`config.mk`:
```
export PLATFORM = sky130hd
export DESIGN_NAME = servo_cmd_rx
export DESIGN_NICKNAME = d
export VERILOG_FILES = /design/src/rtl/servo_pkg.sv /design/src/rtl/uart_rx.sv /design/src/rtl/servo_cmd_rx.sv
export SDC_FILE = /design/constraint.sdc
export NUM_CORES = 1
export LEC_CHECK = 0
export CORE_ASPECT_RATIO = 1.2
export CORE_MARGIN = 5
export CORE_UTILIZATION = 35
export DETAILED_ROUTE_END_ITERATION = 10
export GPL_TIMING_DRIVEN = 0
export PLACE_DENSITY = 0.54
export RECOVER_POWER = 50
export SLEW_MARGIN = 20
export SYNTH_ARGS = -nofsm -noshare
export SYNTH_HDL_FRONTEND = slang
export SYNTH_SLANG_ARGS = --single-unit
export TNS_END_PERCENT = 20
```
`constraint.sdc`:
```
create_clock -name clk -period 4.3 [get_ports clk]
set_clock_uncertainty 0.2 [all_clocks]
set_input_delay 0.43 -clock clk [delete_from_list [all_inputs] [get_ports clk]]
set_output_delay 0.43 -clock clk [all_outputs]
set_load 0.01 [all_outputs]
```
`src/rtl/servo_pkg.sv`:
```
// Shared constants, duty-mapping helpers and frame FSM states for the servo command path.
package servo_pkg;

  localparam logic [7:0]  HDR_BYTE = 8'hFF;
  localparam int unsigned POS_MAX  = 250;

  typedef enum logic [1:0] {
    WAIT_HDR = 2'd0,
    WAIT_POS = 2'd1,
    WAIT_CHK = 2'd2
  } frame_state_t;

  // 1 ms and 2 ms high-time for a 20 ms PWM period
  function automatic int unsigned min_duty(input int unsigned period);
    return period / 20;
  endfunction

  function automatic int unsigned max_duty(input int unsigned period);
    return period / 10;
  endfunction

  function automatic int unsigned duty_step(input int unsigned period);
    return (max_duty(period) - min_duty(period)) / POS_MAX;
  endfunction

endpackage

```
`src/rtl/uart_rx.sv`:
```
// 8N1 UART receiver: 2-flop synchronizer, mid-bit sampling, one-cycle byte/stop-error pulses.
module uart_rx #(
  parameter int unsigned CLKS_PER_BIT = 217
) (
  input  logic       clk,
  input  logic       rst,
  input  logic       uart_rx,
  output logic       byte_valid,
  output logic [7:0] byte_data,
  output logic       stop_err
);

  localparam int CW = $clog2(CLKS_PER_BIT + 1);
  localparam logic [CW-1:0] HALF_LAST = CW'(CLKS_PER_BIT / 2 - 1);
  localparam logic [CW-1:0] BIT_LAST  = CW'(CLKS_PER_BIT - 1);

  typedef enum logic [1:0] {
    RX_IDLE  = 2'd0,
    RX_START = 2'd1,
    RX_DATA  = 2'd2,
    RX_STOP  = 2'd3
  } rx_state_t;

  rx_state_t     state, state_next;
  logic          sync1, rx_s, rx_d;
  logic [CW-1:0] cnt;
  logic [2:0]    bit_idx;
  logic [7:0]    shreg;
  logic          fall, start_tick, bit_tick;

  always_ff @(posedge clk or posedge rst) begin
    if (rst) begin
      sync1 <= 1'b1;
      rx_s  <= 1'b1;
      rx_d  <= 1'b1;
    end else begin
      sync1 <= uart_rx;
      rx_s  <= sync1;
      rx_d  <= rx_s;
    end
  end

  always_ff @(posedge clk or posedge rst) begin
    if (rst) state <= RX_IDLE;
    else     state <= state_next;
  end

  always_comb begin
    fall       = rx_d & ~rx_s;
    start_tick = (state == RX_START) && (cnt == HALF_LAST);
    bit_tick   = ((state == RX_DATA) || (state == RX_STOP)) && (cnt == BIT_LAST);
  end

  always_comb begin
    state_next = state;
    case (state)
      RX_IDLE:  if (fall) state_next = RX_START;
      // a start bit that is high again at mid-bit was a glitch
      RX_START: if (start_tick) state_next = rx_s ? RX_IDLE : RX_DATA;
      RX_DATA:  if (bit_tick && (bit_idx == 3'd7)) state_next = RX_STOP;
      RX_STOP:  if (bit_tick) state_next = RX_IDLE;
      default:  state_next = RX_IDLE;
    endcase
  end

  always_ff @(posedge clk or posedge rst) begin
    if (rst) begin
      cnt        <= '0;
      bit_idx    <= '0;
      shreg      <= '0;
      byte_data  <= '0;
      byte_valid <= 1'b0;
      stop_err   <= 1'b0;
    end else begin
      byte_valid <= 1'b0;
      stop_err   <= 1'b0;
      if ((state == RX_IDLE) || start_tick || bit_tick) cnt <= '0;
      else                                             cnt <= cnt + 1'b1;
      if (start_tick) bit_idx <= '0;
      if (bit_tick && (state == RX_DATA)) begin
        shreg   <= {rx_s, shreg[7:1]};
        bit_idx <= bit_idx + 1'b1;
      end
      if (bit_tick && (state == RX_STOP)) begin
        byte_data  <= shreg;
        byte_valid <= rx_s;
        stop_err   <= ~rx_s;
      end
    end
  end

endmodule

```
`src/rtl/servo_cmd_rx.sv`:
```
// Validates FF/P/~P position frames from the UART and drives the servo PWM high-time.
module servo_cmd_rx
  import servo_pkg::*;
#(
  parameter int unsigned CLK_FREQ       = 25_000_000,
  parameter int unsigned BAUD           = 115_200,
  parameter int unsigned PERIOD         = 500_000,
  parameter int unsigned TIMEOUT_CYCLES = 250_000
) (
  input  logic        clk,
  input  logic        rst,
  input  logic        uart_rx,
  output logic [31:0] duty_cycle,
  output logic        cmd_valid,
  output logic        frame_err
);

  localparam int unsigned CLKS_PER_BIT = CLK_FREQ / BAUD;
  localparam int unsigned MIN_DUTY     = min_duty(PERIOD);
  localparam int unsigned STEP         = duty_step(PERIOD);
  localparam int TW = $clog2(TIMEOUT_CYCLES + 1);
  localparam logic [TW-1:0] GAP_LAST = TW'(TIMEOUT_CYCLES - 1);

  logic         byte_valid, stop_err;
  logic [7:0]   byte_data;
  frame_state_t state, state_next;
  logic [TW-1:0] gap;
  logic [7:0]   pos_q;
  logic         timeout, load_c, err_c, pos_ld;

  uart_rx #(.CLKS_PER_BIT(CLKS_PER_BIT)) u_rx (
    .clk        (clk),
    .rst        (rst),
    .uart_rx    (uart_rx),
    .byte_valid (byte_valid),
    .byte_data  (byte_data),
    .stop_err   (stop_err)
  );

  assign timeout = (state != WAIT_HDR) && (gap == GAP_LAST);

  always_ff @(posedge clk or posedge rst) begin
    if (rst) state <= WAIT_HDR;
    else     state <= state_next;
  end

  // framing errors and timeouts override the byte-driven transitions
  always_comb begin
    state_next = state;
    if (stop_err || timeout) begin
      state_next = WAIT_HDR;
    end else if (byte_valid) begin
      case (state)
        WAIT_HDR: if (byte_data == HDR_BYTE) state_next = WAIT_POS;
        WAIT_POS: begin
          if (byte_data == HDR_BYTE)             state_next = WAIT_POS;
          else if (32'(byte_data) <= POS_MAX)    state_next = WAIT_CHK;
          else                                   state_next = WAIT_HDR;
        end
        WAIT_CHK: state_next = WAIT_HDR;
        default:  state_next = WAIT_HDR;
      endcase
    end
  end

  always_comb begin
    load_c = 1'b0;
    err_c  = 1'b0;
    pos_ld = 1'b0;
    if (stop_err || timeout) begin
      err_c = 1'b1;
    end else if (byte_valid) begin
      case (state)
        WAIT_POS: begin
          if (byte_data != HDR_BYTE) begin
            if (32'(byte_data) <= POS_MAX) pos_ld = 1'b1;
            else                           err_c  = 1'b1;
          end
        end
        WAIT_CHK: begin
          if (byte_data == ~pos_q) load_c = 1'b1;
          else                     err_c  = 1'b1;
        end
        default: ;
      endcase
    end
  end

  always_ff @(posedge clk or posedge rst) begin
    if (rst) begin
      gap        <= '0;
      pos_q      <= '0;
      duty_cycle <= 32'(MIN_DUTY);
      cmd_valid  <= 1'b0;
      frame_err  <= 1'b0;
    end else begin
      if ((state == WAIT_HDR) || byte_valid || stop_err) gap <= '0;
      else                                               gap <= gap + 1'b1;
      if (pos_ld) pos_q <= byte_data;
      if (load_c) duty_cycle <= 32'(MIN_DUTY) + 32'(pos_q) * 32'(STEP);
      cmd_valid <= load_c;
      frame_err <= err_c;
    end
  end

endmodule

```
* Word level (Yosys, flattened, before mapping)
Cells that the tools add are included.
** Word-level totals
- Flip-flop bits (word level) :: 96
- Input bits :: 3
- Logic and storage cells :: 94
** Cells by class
- Add/subtract/negate cells :: 4
- Reductions and logical operators :: 19
- Order comparisons :: 1
- Muxes and demuxes :: 33
- Bitwise operators :: 3
- Multiply operators :: 1
- Eq/ne operators :: 17
** Operators by type and width (number)
- 2-bit 2-to-1 mux :: 10
- 18-bit by 1-bit adder with 18-bit output (second input constant) :: 1
- 18-bit == test (second input constant) :: 1
- 18-bit 2-to-1 mux :: 1
- 15-bit by 15-bit adder with 16-bit output (first input constant) :: 1
- 8-bit == test (second input constant) :: 2
- 1-bit 2-to-1 mux :: 16
- 8-bit by 5-bit multiplier with 13-bit output (second input constant) :: 1
- 8-bit by 1-bit adder with 8-bit output (second input constant) :: 1
- 8-bit by 7-bit == test with 1-bit output (second input constant) :: 1
- 8-bit == test :: 1
- 8-bit less-or-equal comparator (second input constant) :: 1
- 8-bit 2-to-1 mux :: 1
- 8-bit inequality test (second input constant) :: 1
- 8-bit inverter :: 1
- 2-bit case mux with 4 select lines :: 1
- 2-bit == test (second input constant) :: 3
- 1-bit logical AND :: 6
- 1-bit logical OR :: 6
- 3-bit 2-to-1 mux :: 2
- 2-bit by 1-bit inequality test with 1-bit output (second input constant) :: 3
- 2-bit nonzero test :: 3
- 2-bit by 1-bit == test with 1-bit output (second input constant) :: 2
- 2-bit zero test :: 2
- other kinds (10) :: 10

* Longest topological paths before layout
- Word-level depth :: 6
- Gate-level depth with buffers :: 12
- Gate-level depth less buffers :: 12

* Modules after synthesis
Synthesis repeated with hierarchy kept, for this count alone.
** Unflattened totals
- Cells, all modules :: 425
- Area total of the unflattened synthesis :: 4598.2 um^2
** Modules (own cells, without submodules)
- servo_cmd_rx :: instances 1, area an instance 3034.2 um^2, cells each 304, sequential area each 1108.6 um^2
- uart_rx :: instances 1, area an instance 1564.0 um^2, cells each 121, sequential area each 854.6 um^2

* Least setup slack after synthesis
No wires, ideal clock.
- Path kind :: register to register
- From :: register pos_q[3]
- To :: register duty_cycle[14]
- Stages on the path, launching flop included :: 13
- Arrival :: 3.139 ns
- Clock period less this slack :: 3.422 ns
- Slack :: 0.878 ns
- Data required time :: 4.018 ns
- Cells stage by stage :: dfrtp_1 > ha_1 > ha_1 > inv_1 > fa_1 > inv_1 > ha_1 > a21o_1 > a221oi_2 > xnor2_1 > a32oi_2 > xnor2_1 > mux2_4
** Between the ends
- Cells in the longest elaborated chain, start to end :: 6
** Ends and longest elaborated chain
- start: declaration :: line servo_cmd_rx.sv:28 : logic [7:0] pos_q;
- start signal: assignment :: line servo_cmd_rx.sv:99 : if (pos_ld) pos_q <= byte_data;
- branches (longest 6 deep; another with 15-bit by 15-bit adder with 16-bit output)
- end signal: assignment :: line servo_cmd_rx.sv:93 : duty_cycle <= 32'(MIN_DUTY);
- end signal: assignment :: line servo_cmd_rx.sv:100 : if (load_c) duty_cycle <= 32'(MIN_DUTY) + 32'(pos_q) * 32'(STEP);
- end: declaration :: line servo_cmd_rx.sv:13 : output logic [31:0] duty_cycle,
Parallel ways; which one is timed is not known.
A chain may end at the register's enable or synchronous reset.

* Final worst setup path
- From :: register pos_q[4]
- To :: register duty_cycle[14]
The elaborated chain is that of the path after synthesis.

==> reports/qor.txt <==
# hold bufs at CTS -> 0
via/cell ratio -> 4.71
Die Wd -> 113 um
top-count cell post-synth -> dfrtp_1
H-tree levels -> 3
share of layout cells above drive strength 1 -> 0.151
Final min period -> 3.69 ns
post-synthesis instance total -> 417
Cell Chain, Critical Path -> ha_1 -> ha_1 -> inv_1 -> fa_1 -> inv_1 -> ha_1 -> a21o_1 -> a221oi_2 -> xnor2_1 -> a32oi_2 -> xnor2_1 -> mux2_4
CTS Sinks -> 78
worst hold-check path type -> flop to flop
count of state elements after synthesis -> 78
power per cell area -> 310 mW/mm^2
Post-synth EDFFs -> 0
critical path's largest stage delay -> 0.49 ns
Clock Root Buffer -> clkbuf_16
chip height -> 134 um
Reg area -> 0.00196 sq mm
vias in the first global route -> 2997
number of I/O pins -> 37
largest area contributor in the netlist -> dfrtp_1
largest family of logic cells by synthesized area -> simple AND/OR/NAND/NOR gates
ys flop type -> dfrtp_1
relative slew slack -> -0.220
Crit. End Element -> flop
critical path startpoint category -> flop
RSZ-0062 raised after global routing -> no
simple-gate share of the synthesized area -> 0.147
most frequent cell on the critical path -> ha_1
Post-layout nets -> 506
drt drc -> 0
setup TNS -> 0 ns
Port Buf Inserts -> 18
gr ovfl total -> 0
Slew Viols, Final -> 40
Setup-failing EPs final -> 0
DRT Wirelength -> 7.78 mm
RePlAce Congestion -> 0.721
sequential element share of the synthesized area -> 0.441
TritonCTS clock tree -> built
Inst Count DP -> 617
failing checks -> max-capacitance violations, max-slew violations
max-cap violation count -> 1
hpwl dp -> 5.88 mm
Initial Utilization -> 0.355
postcts setup bufs -> 0
Yosys cell types -> 54
Tcrit/Tclk final -> 0.858
Synth Cell Area -> 0.00445 sq mm
Async S/R FF share, synth -> 1.00
core area -> 0.0126 sq mm
largest net degree at the start of global routing -> 41
# diodes -> 0
clock slew at reported path FFs -> 0.06 ns
WS Path Type -> flop to flop
area grow syn2layout -> 17.0%
Final Hold Fails -> 0
maximum root-to-sink buffer count -> 2
Critical Path Fanout Max -> 7
multi-input gate area in the final layout -> 0.00232 sq mm
CP max stage cell -> fa_1
VDD IR max -> 0.154 mV
WP data required -> 4.37 ns
synth warn -> 0
Pleak -> 2.59 nW
Worst EP arrival -> 3.76 ns
Die Area -> 0.0151 sq mm
Post-Synth Adder-Cell Area -> 0.115
Resize count post-CTS -> 0
Synth Area in Compound Gates -> 0.0793
# fillers -> 1217
post-synthesis mux area share -> 0.0807
total track usage -> 0.113
xor/xnor share of the synthesized area -> 0.0846
synth cell count leaders -> dfrtp_1 (69), nor2_1 (40), ha_1 (36)
synth top area cells -> dfrtp_1 (39%), ha_1 (10%), xor2_1 (6.5%)
Pre-antenna DRT Iters -> 4
via count -> 2983
Slew @ Worst Pin -> 1.82 ns
status -> complete, but fails checks
num rows -> 45
worst skew pair latency -> 0.33 ns
Final ANT Viol Nets -> 0
top cell type's share of synthesized area -> 0.388
Iter 0 DRT Violations -> 104
TritonCTS Buffers -> 9
hold slack -> 0.163 ns
fmax -> 271 MHz
Avg Inst Size Synth -> 10.7 sq um
WL per Instance -> 12.3 um
Final Non-Filler Cells -> 633
first-pass GRT wire length -> 13.9 mm
initial antenna violation count -> 0
==> metal layers <==
layer / vias to the layer above / GRT usage / wire (um)
met1: 1411 / 0.140 / 3440
met5: - / 0 / 0
met4: 0 / 0.0468 / 151
met3: 7 / 0.0282 / 368
met2: 49 / 0.186 / 3820
li1: 1516 / - / -
==> sequential cells by signal (all words and copies together) (netlist names), 2 cells and up, named ones only <==
| register | count |
|---|---|
| pos_q | 8 |
| u_rx.byte_data | 8 |
| u_rx.bit_idx | 3 |
| duty_cycle | 14 |
| u_rx.shreg | 8 |
| state | 2 |
| u_rx.cnt | 8 |
| gap | 18 |
==> final cells by class <==
class                   count  area share
multi-input cells         313       0.446
flip-flops and latches     78       0.377
clock buffers              12      0.0492
well taps                 164      0.0394
repair buffers             19      0.0384
plain buffers              25      0.0312
inverters                  18      0.0132
clock inverters             4     0.00577
==> stage by stage <==
step / utilization / power (mW) / cell area, sq um / setup WS [ns]
6_report: 0.415 / 1.61 / 5210 / 0.612
5_1_grt: 0.415 / 1.71 / 5210 / 0.411
4_1_cts: 0.415 / 1.64 / 5210 / 0.565
3_5_place_dp: 0.392 / 0.909 / 4920 / 0.589
3_3_place_gp: 0.390 / 0.904 / 4900 / 0.410
2_1_floorplan: - / 0.883 / 4520 / 0.878
==> report_power, final <==
part	switching, mW	internal, mW	leakage [nW]	total (mW)
logic	0.0639	0.0456	1.40	0.109
registers	0.0237	0.760	1.05	0.784
clock network	0.295	0.425	0.139	0.719
==> worst paths after layout <==
| check | slack, ns | depth (start not counted) | to | from |
|---|---|---|---|---|
| hold / removal | 0.16 | 0 | u_rx.rx_s$_DFF_PP1_ | u_rx.sync1$_DFF_PP1_ |
| max in group asynchronous | 2.17 | 3 | duty_cycle[13]$_DFFE_PP1P_ | rst |
| setup reg to reg | 0.61 | 12 | duty_cycle[14]$_DFFE_PP1P_ | pos_q[4]$_DFFE_PP0P_ |
| setup / recovery | 0.61 | 12 | duty_cycle[14]$_DFFE_PP1P_ | pos_q[4]$_DFFE_PP0P_ |
| hold reg to reg | 0.16 | 0 | u_rx.rx_s$_DFF_PP1_ | u_rx.sync1$_DFF_PP1_ |
| min in group asynchronous | 0.81 | 2 | u_rx.cnt[3]$_DFF_PP0_ | rst |
==> logic make-up (layout without fill, tap and decap cells) <==
kind of cell | after synthesis | in the layout
AO/OA/AOI/OAI | 52 | 52
multiplexers | 32 | 32
adder cells (fa/ha/maj) | 39 | 39
XOR/XNOR | 43 | 43
flip-flops | 78 | 78
buffers and inverters | 43 | 78
AND/OR/NAND/NOR | 129 | 129
other | 1 | 18
==> placed cells by master (no fill, tap or decap), types with 9 or more instances in the layout <==
cell type / instances
ha_1: 36
xor2_1: 33
clkdlybuf4s50_1: 14
mux2_1: 10
nand2_1: 33
conb_1: 18
nor2_1: 40
clkbuf_16: 9
o21ai_1: 10
inv_1: 16
nand4_1: 10
buf_4: 18
dfrtp_1: 69
mux2_2: 17
xnor2_1: 10
==> worst max-delay path, delay by kind of cell (launching register included) <==
kind            cells  cell delay, ns
flops               1            0.46
xor+xnor            2            0.55
compound gates      3            0.70
buf+inv             2            0.09
mux                 1            0.21
fa+ha+maj           4            1.43
(Power assumes the default switching activity.)
